## config.mk

```make
export PLATFORM = sky130hd
export DESIGN_NAME = load_store_unit
export DESIGN_NICKNAME = d
export VERILOG_FILES = /design/src/rtl/load_store_unit.sv
export SDC_FILE = /design/constraint.sdc
export NUM_CORES = 1
export LEC_CHECK = 0
export ABC_AREA = 1
export CAP_MARGIN = 20
export CORE_MARGIN = 2
export CORE_UTILIZATION = 46
export DETAILED_ROUTE_END_ITERATION = 12
export GPL_ROUTABILITY_DRIVEN = 0
export PLACE_DENSITY = 0.87
export SLEW_MARGIN = 25
export SYNTH_ARGS = -nofsm -noshare
export SYNTH_HDL_FRONTEND = slang
export SYNTH_SLANG_ARGS = --single-unit
```

## constraint.sdc

```tcl
create_clock -name clk -period 2 [get_ports clk]
set_input_delay 0.4 -clock clk [delete_from_list [all_inputs] [get_ports clk]]
set_output_delay 0.4 -clock clk [all_outputs]
set_load 0.02 [all_outputs]
```

## src/rtl/load_store_unit.sv

```systemverilog
// load_store_unit: single-outstanding load/store bridge from a RISC-V core to a lane-based memory
// Ports: clk/reset (sync, active-high); req_* core request with req_ready handshake;
// resp_valid/resp_rdata/resp_err one-cycle response; mem_req/mem_we/mem_addr/mem_be/mem_wdata
// to memory with mem_ack/mem_rdata completion.
module load_store_unit #(
  parameter int DATA_W  = 32,
  parameter int ADDR_W  = 9,
  parameter int TIMEOUT = 15
) (
  input  logic                  clk,
  input  logic                  reset,
  input  logic                  req_valid,
  output logic                  req_ready,
  input  logic                  req_we,
  input  logic [2:0]            req_funct3,
  input  logic [ADDR_W-1:0]     req_addr,
  input  logic [DATA_W-1:0]     req_wdata,
  output logic                  resp_valid,
  output logic [DATA_W-1:0]     resp_rdata,
  output logic                  resp_err,
  output logic                  mem_req,
  output logic                  mem_we,
  output logic [ADDR_W-1:0]     mem_addr,
  output logic [DATA_W/8-1:0]   mem_be,
  output logic [DATA_W-1:0]     mem_wdata,
  input  logic                  mem_ack,
  input  logic [DATA_W-1:0]     mem_rdata
);
  localparam int NB   = DATA_W / 8;
  localparam int OFFW = $clog2(NB);
  localparam int IW   = $clog2(DATA_W);
  localparam int CW   = $clog2(TIMEOUT + 1);
  typedef enum logic [1:0] {IDLE, MEM, RESP} state_t;
  state_t              state_q, state_d;
  logic                we_q, we_d, err_q, err_d;
  logic [2:0]          f3_q, f3_d;
  logic [ADDR_W-1:0]   addr_q, addr_d;
  logic [DATA_W-1:0]   wdata_q, wdata_d, rdata_q, rdata_d;
  logic [CW-1:0]       cnt_q, cnt_d;
  logic [OFFW-1:0]     off;
  logic [1:0]          sz;
  logic [NB-1:0]       be_base;
  logic [DATA_W-1:0]   dmask, shifted, ext;
  logic                sign, illegal, misaligned, req_err;
  assign off = addr_q[OFFW-1:0];
  assign sz  = f3_q[1:0];
  // contiguous run of 2**sz byte enables starting at lane 0
  assign be_base = NB'((32'd1 << (32'd1 << sz)) - 32'd1);
  always_comb begin
    dmask = '0;
    for (int i = 0; i < NB; i++) dmask[8*i +: 8] = {8{be_base[i]}};
  end
  assign shifted = mem_rdata >> {off, 3'b000};
  assign sign    = ~f3_q[2] & shifted[IW'((32'd8 << sz) - 32'd1)];
  assign ext     = (shifted & dmask) | ({DATA_W{sign}} & ~dmask);
  assign illegal = (req_funct3 == 3'b111) ||
                   (DATA_W != 64 && (req_funct3 == 3'b011 || req_funct3 == 3'b110)) ||
                   (req_we && req_funct3[2]);
  assign misaligned = (req_funct3[1:0] == 2'd1 && req_addr[0]) ||
                      (req_funct3[1:0] == 2'd2 && |req_addr[1:0]) ||
                      (req_funct3[1:0] == 2'd3 && |req_addr[2:0]);
  assign req_err = illegal || misaligned;
  assign req_ready  = state_q == IDLE;
  assign resp_valid = state_q == RESP;
  assign resp_err   = resp_valid & err_q;
  assign resp_rdata = resp_valid ? rdata_q : '0;
  assign mem_req    = state_q == MEM;
  assign mem_we     = mem_req & we_q;
  assign mem_addr   = mem_req ? {addr_q[ADDR_W-1:OFFW], {OFFW{1'b0}}} : '0;
  assign mem_be     = mem_req ? be_base << off : '0;
  assign mem_wdata  = mem_we ? (wdata_q & dmask) << {off, 3'b000} : '0;
  always_comb begin
    state_d = state_q;
    we_d    = we_q;
    f3_d    = f3_q;
    addr_d  = addr_q;
    wdata_d = wdata_q;
    rdata_d = rdata_q;
    err_d   = err_q;
    cnt_d   = cnt_q;
    case (state_q)
      IDLE: if (req_valid) begin
        we_d    = req_we;
        f3_d    = req_funct3;
        addr_d  = req_addr;
        wdata_d = req_wdata;
        rdata_d = '0;
        cnt_d   = '0;
        err_d   = req_err;
        state_d = req_err ? RESP : MEM;
      end
      // an ack in the same cycle the counter would expire takes priority
      MEM: if (mem_ack) begin
        rdata_d = we_q ? '0 : ext;
        err_d   = 1'b0;
        state_d = RESP;
      end else if (cnt_q + 1'b1 == CW'(TIMEOUT)) begin
        err_d   = 1'b1;
        cnt_d   = '0;
        state_d = RESP;
      end else begin
        cnt_d   = cnt_q + 1'b1;
      end
      RESP: state_d = IDLE;
      default: state_d = IDLE;
    endcase
  end
  always_ff @(posedge clk) begin
    if (reset) begin
      state_q <= IDLE;
      we_q    <= 1'b0;
      f3_q    <= '0;
      addr_q  <= '0;
      wdata_q <= '0;
      rdata_q <= '0;
      err_q   <= 1'b0;
      cnt_q   <= '0;
    end else begin
      state_q <= state_d;
      we_q    <= we_d;
      f3_q    <= f3_d;
      addr_q  <= addr_d;
      wdata_q <= wdata_d;
      rdata_q <= rdata_d;
      err_q   <= err_d;
      cnt_q   <= cnt_d;
    end
  end
endmodule

```

==> results.ini, run 1 <==
[outcome]
status=complete, but fails checks
violations=negative setup slack

[setup_path]
start_kind=flop
timing.rr.end=rdata_q[24]$_SDFFE_PP0P_
r2r-start=state_q[0]$_SDFFE_PP0P_
end_kind=output pin
r2r_cells=11
r2r_slack_ns=0.19
worstPathRequired_ns=1.60
critPathMaxFanout=16
worstSetupPathType=flop to output pin
arrival_ns=1.71

[cts]
cts-hold-fix-buffers=0
worst_skew_pair.late_latency_ns=0.37
cts_tree=done
clock_sinks=84
clkTransAtPathRegs_ns=0.10
cts-root-buf=clkbuf_8
clk_path_buf_depth=2
h-tree-depth=3
numCtsBuffers=9

[pwr]
combPwrFrac=0.315
switching_share=0.3612
total_power_uw=4464
p_int_uw=2852
cellLeakagePower_uw=0.002866
peakVddDrop_mv=0.3685
p_sw_uw=1612
clkPwrFrac=0.266
p_per_area_nw_per_um2=639.3
p_seq_frac=0.420

[grt]
grt_overflow=0
antenna_found_initial=0
grtUsageTotal=0.2732
grt_pass1_wl_mm=24.74
grt_max_degree=65
grt_pass1_vias=5142

[floorplanning]
initial_core_util=0.4682
ios=163
fp-row-count=37
die_x_um=105.8
dieHeight_um=105.8
dieArea_um2=11200
core_um2=10180

[min_path]
hold_class=flop to flop
whs_endpoint=addr_q[2]$_SDFFE_PP0P_
worstHoldStart=addr_q[2]$_SDFFE_PP0P_
hold_path_depth=2

[layout]
drive_gt1_frac=0.2506
antenna_cells=0
syn2layout_area_growth_pct=46.44
utilization=0.6856
nNetsFinal=984
n_fill_cell=868

[yosys]
synth.top_cell.area_share=0.3527
syn-mean-instance-area_um2=6.577
syn_area_um2=4768
yosys.cell_count.top_type=nor2_1
synthFlopType=dfxtp_1
synthDistinctLibCells=39
yosys_warnings=0
synth_area_leader_cell=dfxtp_1
synth-edff-count=0
synth_area_leaders=dfxtp_1 (35%), nor2_1 (11%), nand2_1 (9.0%)
synthTopCellsByCount=nor2_1 (134), nand2_1 (114), dfxtp_1 (84)
ys_ff_latch=84
synthCells=725
ys_seq_area_frac=0.3527
async_flop_share=0

[routing]
wl_per_cell_um=15.53
drtPass1Iterations=7
antenna_left=0
vias=5686
drtIter0Drc=348
drc=0
via_per_inst=5.457
wirelength_mm=16.18

[timing]
slew_violations=0
clock.fmax_ghz=0.4741
final-setup-viol-count=15
hold_viol=0
tns_ns=-0.4370
whs_ns=0.4641
period_share=1.055
finalClockSkew_ns=0.01321
fin_ws_ns=-0.1093
min_period_ns=2.109
rsz0062_at_grt=yes

[placement]
dp_hpwl_mm=10.85
io_buffers=160
dp_slack_ns=-0.1969

[job]
cap_viol_max_count=0

## per-layer routing
| metal | track usage | wire length (um) |
|---|---|---|
| met5 | 0 | 0 |
| met4 | 0.1053 | 587 |
| met3 | 0.05628 | 1576 |
| met2 | 0.4742 | 7822 |
| met1 | 0.3305 | 6197 |
## layout by cell type, fill, tap and decap left out, types with 3 or more instances in the layout
master / instances
o21bai_1: 4
clkbuf_8: 9
mux2i_1: 4
buf_6: 17
dlygate4sd2_1: 3
o311ai_0: 4
a21oi_2: 11
dfxtp_2: 4
inv_1: 70
o21ai_0: 71
nand2_2: 4
nor2_1: 123
a221oi_2: 4
o21ai_1: 9
nand3_2: 11
nand3_1: 52
a211oi_1: 6
a211oi_2: 4
buf_12: 8
nand2_1: 110
nor3_2: 6
a21oi_1: 44
o21ai_2: 4
clkdlybuf4s50_1: 80
a32oi_1: 7
dfxtp_1: 78
inv_6: 3
buf_2: 40
nor2_2: 9
clkinvlp_4: 3
nor2_4: 5
buf_4: 68
## state kept, by name (all words and copies together), names as in the netlist
name and cells:
err_q 1, rdata_q 32, f3_q 3, addr_q 9, we_q 1, wdata_q 32
state_q 2, cnt_q 4
## critical path, stage by stage (launching register included)
cell and delay [ns]:
dfxtp_4 0.38, inv_4 0.05, buf_12 0.15, nor3_2 0.17
a211oi_1 0.08, a211oi_1 0.28, buf_2 0.22
## metrics by stage
step | cell area [um2] | cells
after floorplan | 4772 | 726
after global placement | 6724 | 1016
after detailed placement | 6724 | 1016
after CTS | 6870 | 1034
after global routing | 6983 | 1042
final | 6983 | 1042
## layout make-up
| class | count | area [um2] | share of cell area |
|---|---|---|---|
| multi-input cells | 512 | 2711 | 0.3883 |
| repair buffers | 218 | 1919 | 0.2749 |
| flip-flops and latches | 84 | 1694 | 0.2426 |
| inverters | 76 | 296.5 | 0.04247 |
| well taps | 136 | 170.2 | 0.02437 |
| clock buffers | 9 | 123.9 | 0.01774 |
| clock inverters | 7 | 67.56 | 0.009676 |
## cell families (layout without fill, tap and decap cells)
kind of cell    count (synthesis)  after routing  share of synthesized area
buf+inv                       130            310                     0.1196
flops                          84             84                     0.3527
xor+xnor                        2              2                   0.003674
compound gates                174            174                     0.2149
mux                             4              4                   0.008397
simple gates                  328            328                     0.2947
fa+ha+maj                       2              2                   0.005247
other cells                     1              2                  0.0007864
## worst max-delay path by stage
stage / start / endpoint / slack, ns / cells past startpoint
after floorplan: addr_q[0]$_SDFFE_PP0P_ / mem_wdata[19] / 0.07 / 6
after global placement: state_q[0]$_SDFFE_PP0P_ / mem_wdata[17] / -0.16 / 6
after detailed placement: req_valid / cnt_q[3]$_SDFFE_PP0P_ / -0.20 / 7
after CTS: state_q[1]$_SDFFE_PP0P_ / mem_wdata[5] / -0.11 / 5
after global routing: addr_q[0]$_SDFFE_PP0P_ / mem_wdata[21] / -0.15 / 6
final: addr_q[0]$_SDFFE_PP0P_ / mem_wdata[21] / -0.11 / 6
## what timing repair did
item                       CTS  global route
pin swaps                    3            15
gates cloned                 0             2
setup buffers                2             7
setup endpoints to repair   80            63
gates resized for setup    314           132
## power groups by stage
stage / logic [uW] / clock network, uW / registers, uW
2_1_floorplan: 763 / 0 / 1880
6_report: 1410 / 1190 / 1870
3_5_place_dp: 1250 / 0 / 1900
3_3_place_gp: 1230 / 0 / 1890
5_1_grt: 1530 / 1270 / 1890
4_1_cts: 1280 / 1200 / 1860
Power figures use the tool's default switching activity.
==> run 2: changes to the inputs <==
==> constraint.sdc (replaced) <==
create_clock -name clk -period 2 [get_ports clk]
set_input_delay 0.2 -clock clk [delete_from_list [all_inputs] [get_ports clk]]
set_output_delay 0.2 -clock clk [all_outputs]
set_load 0.02 [all_outputs]
==> results.ini, run 2 (same netlist as run 1, synthesis figures left out) <==
[pwr]
switching_share=0.3463  ; -0.01489
p_int_uw=2778  ; -2.6%
p_per_area_nw_per_um2=640.3  ; +0.16%
combPwrFrac=0.290  ; -0.025
peakVddDrop_mv=0.4974  ; +35%
p_seq_frac=0.439  ; +0.019
clkPwrFrac=0.272  ; +0.006
p_sw_uw=1472  ; -8.7%
cellLeakagePower_uw=0.002695  ; -6.0%

[setup_path]
crit_buf_inv=3  ; unchanged
start_kind=flop
worstPathRequired_ns=1.80  ; +0.20 ns
end_kind=output pin
crit_family=buffers and inverters
arrival_ns=1.73  ; +0.02 ns
worstSetupPathType=flop to output pin
cp_slowest_cell=dfxtp_1
critPathMaxFanout=8  ; -8
crit_chain=inv_2 > nor2_4 > nand3_2 > buf_4 > nor2_1 > clkdlybuf4s15_1
critPathMaxStageDelay_ns=0.35  ; -0.03 ns

[cts]
clk_path_buf_depth=2  ; unchanged
worst_skew_pair.late_latency_ns=0.36  ; about the same
h-tree-depth=3  ; unchanged
clkTransAtPathRegs_ns=0.09  ; about the same
cts-root-buf=clkbuf_8
clock_sinks=84  ; unchanged
post_cts_buffers=0  ; -2
numCtsBuffers=9  ; unchanged
cts_tree=done

[grt]
grt_pass1_wl_mm=23.56  ; -4.8%
grtUsageTotal=0.2592  ; -0.01401
grt_overflow=0  ; unchanged
antenna_found_initial=0  ; unchanged
grt_max_degree=64  ; -1.5%
grt_pass1_vias=4998  ; -2.8%

[layout]
largest_registers=rdata_q: 32 flops, wdata_q: 32 flops, addr_q: 9 flops
nNetsFinal=958  ; -2.6%
final_area_um2=6638  ; -4.9%
stdcell_count=1016  ; -2.5%
syn2layout_area_growth_pct=39.20
mostFrequentLayoutCell=nor2_1
n_fill_cell=928  ; +6.9%
drive_gt1_frac=0.1455  ; -0.1051
layout_common_cells=nor2_1 (134), nand2_1 (111), o21ai_0 (83), dfxtp_1 (83), clkdlybuf4s50_1 (83)
multiInputGateArea_um2=2571  ; -5.2%
antenna_cells=0  ; unchanged
regArea_um2=1683  ; -0.66%

[timing]
slew_headroom=0.6418
min_period_ns=1.928  ; -0.1817 ns
rsz0062_at_grt=yes
hold_viol=0  ; unchanged
tns_ns=0  ; +0.4370 ns
max_slew.worst_pin.slew_ns=0.5373
clock.fmax_ghz=0.5188  ; +9.4%
final-setup-viol-count=0  ; -15
finalClockSkew_ns=0.01126  ; -0.001955 ns
period_share=0.9638  ; -0.09087
slew_violations=0  ; unchanged

[routing]
wirelength_mm=14.79  ; -8.6%
wl_met1_mm=5.907  ; -4.7%
met3WireLength_mm=1.421  ; -9.8%
drtIter0Drc=360  ; +3.4%
dr_wl_met2_mm=7.209  ; -7.8%
antenna_left=0  ; unchanged
via_per_inst=5.326  ; -2.4%
top_layer=met4
vias=5411  ; -4.8%
drc=0  ; unchanged
drtPass1Iterations=5  ; -2
wl_per_cell_um=14.56  ; -6.3%

[job]
cap_viol_max_count=0  ; unchanged

[floorplanning]
dieHeight_um=105.8  ; unchanged
core_um2=10180  ; unchanged
dieArea_um2=11200  ; unchanged
initial_core_util=0.4682  ; unchanged
die_x_um=105.8  ; unchanged
ios=163  ; unchanged
fp-row-count=37  ; unchanged

[outcome]
status=complete, no violations

[placement]
dp_hpwl_mm=10.52  ; -3.0%
dpl.cell_count=999  ; -1.7%
io_buffers=160  ; unchanged
place_area_um2=6559  ; -2.5%

[min_path]
hold_class=input port to flop

## run 2: power by group through the flow
| stage | clock, uW | sequential [uW] | combinational, uW |
|---|---|---|---|
| finish | 1150 | 1860 | 1230 |
| global route | 1240 | 1880 | 1350 |
| CTS | 1160 | 1860 | 1200 |
| detailed placement | 0 | 1900 | 1190 |
| global placement | 0 | 1890 | 1170 |
| floorplan | 0 | 1880 | 763 |
## run 2: per-layer routing
layer / global-route usage / vias to the layer above
met4: 0.08741 / 0
li1: - / 2665
met3: 0.06184 / 31
met1: 0.3263 / 2425
met2: 0.4346 / 290
met5: 0 / -
## run 2: area by class of cell
| class | count | share of cell area |
|---|---|---|
| Clock buffer | 10 | 0.02074 |
| Inverter | 76 | 0.04336 |
| Sequential cell | 84 | 0.2535 |
| Timing Repair Buffer | 192 | 0.2626 |
| Multi-Input combinational cell | 512 | 0.3874 |
| Tap cell | 136 | 0.02564 |
| Clock inverter | 6 | 0.006786 |
## run 2: timing repair
action | in CTS | in global routing
pin swaps | 1 | 0
resized for setup | 111 | 96
endpoints found under the setup margin | 77 | 60
cloned | 1 | 0
hold buffers | 0 | 0
## run 2: tightest hold or removal path, stage by stage
cell             delay (ns)
clkdlybuf4s50_1        0.39
o21ai_0                0.15
nor2_1                 0.04
## run 2: path summary, 6_finish.rpt
check | from | endpoint | slack, ns | depth (start not counted)
worst min register to register | addr_q[2]$_SDFFE_PP0P_ | addr_q[2]$_SDFFE_PP0P_ | 0.46 | 2
worst max register to register | state_q[0]$_SDFFE_PP0P_ | rdata_q[9]$_SDFFE_PP0P_ | 0.13 | 11
worst min-delay path | req_wdata[18] | wdata_q[18]$_SDFFE_PP0P_ | 0.46 | 3
worst max-delay path | state_q[0]$_SDFFE_PP0P_ | mem_wdata[15] | 0.07 | 6
## run 2: per-stage QoR
step           hold WS, ns  utilization  worst slack, ns  total power [uW]
4_1_cts             0.4462       0.6580         0.006708              4230
3_3_place_gp        0.4396       0.6440          0.04411              3062
6_report            0.4559       0.6517          0.07243              4250
2_1_floorplan       0.3483            -           0.2731              2639
3_5_place_dp        0.4470       0.6440         0.001131              3088
5_1_grt             0.4696       0.6517         -0.01988              4466
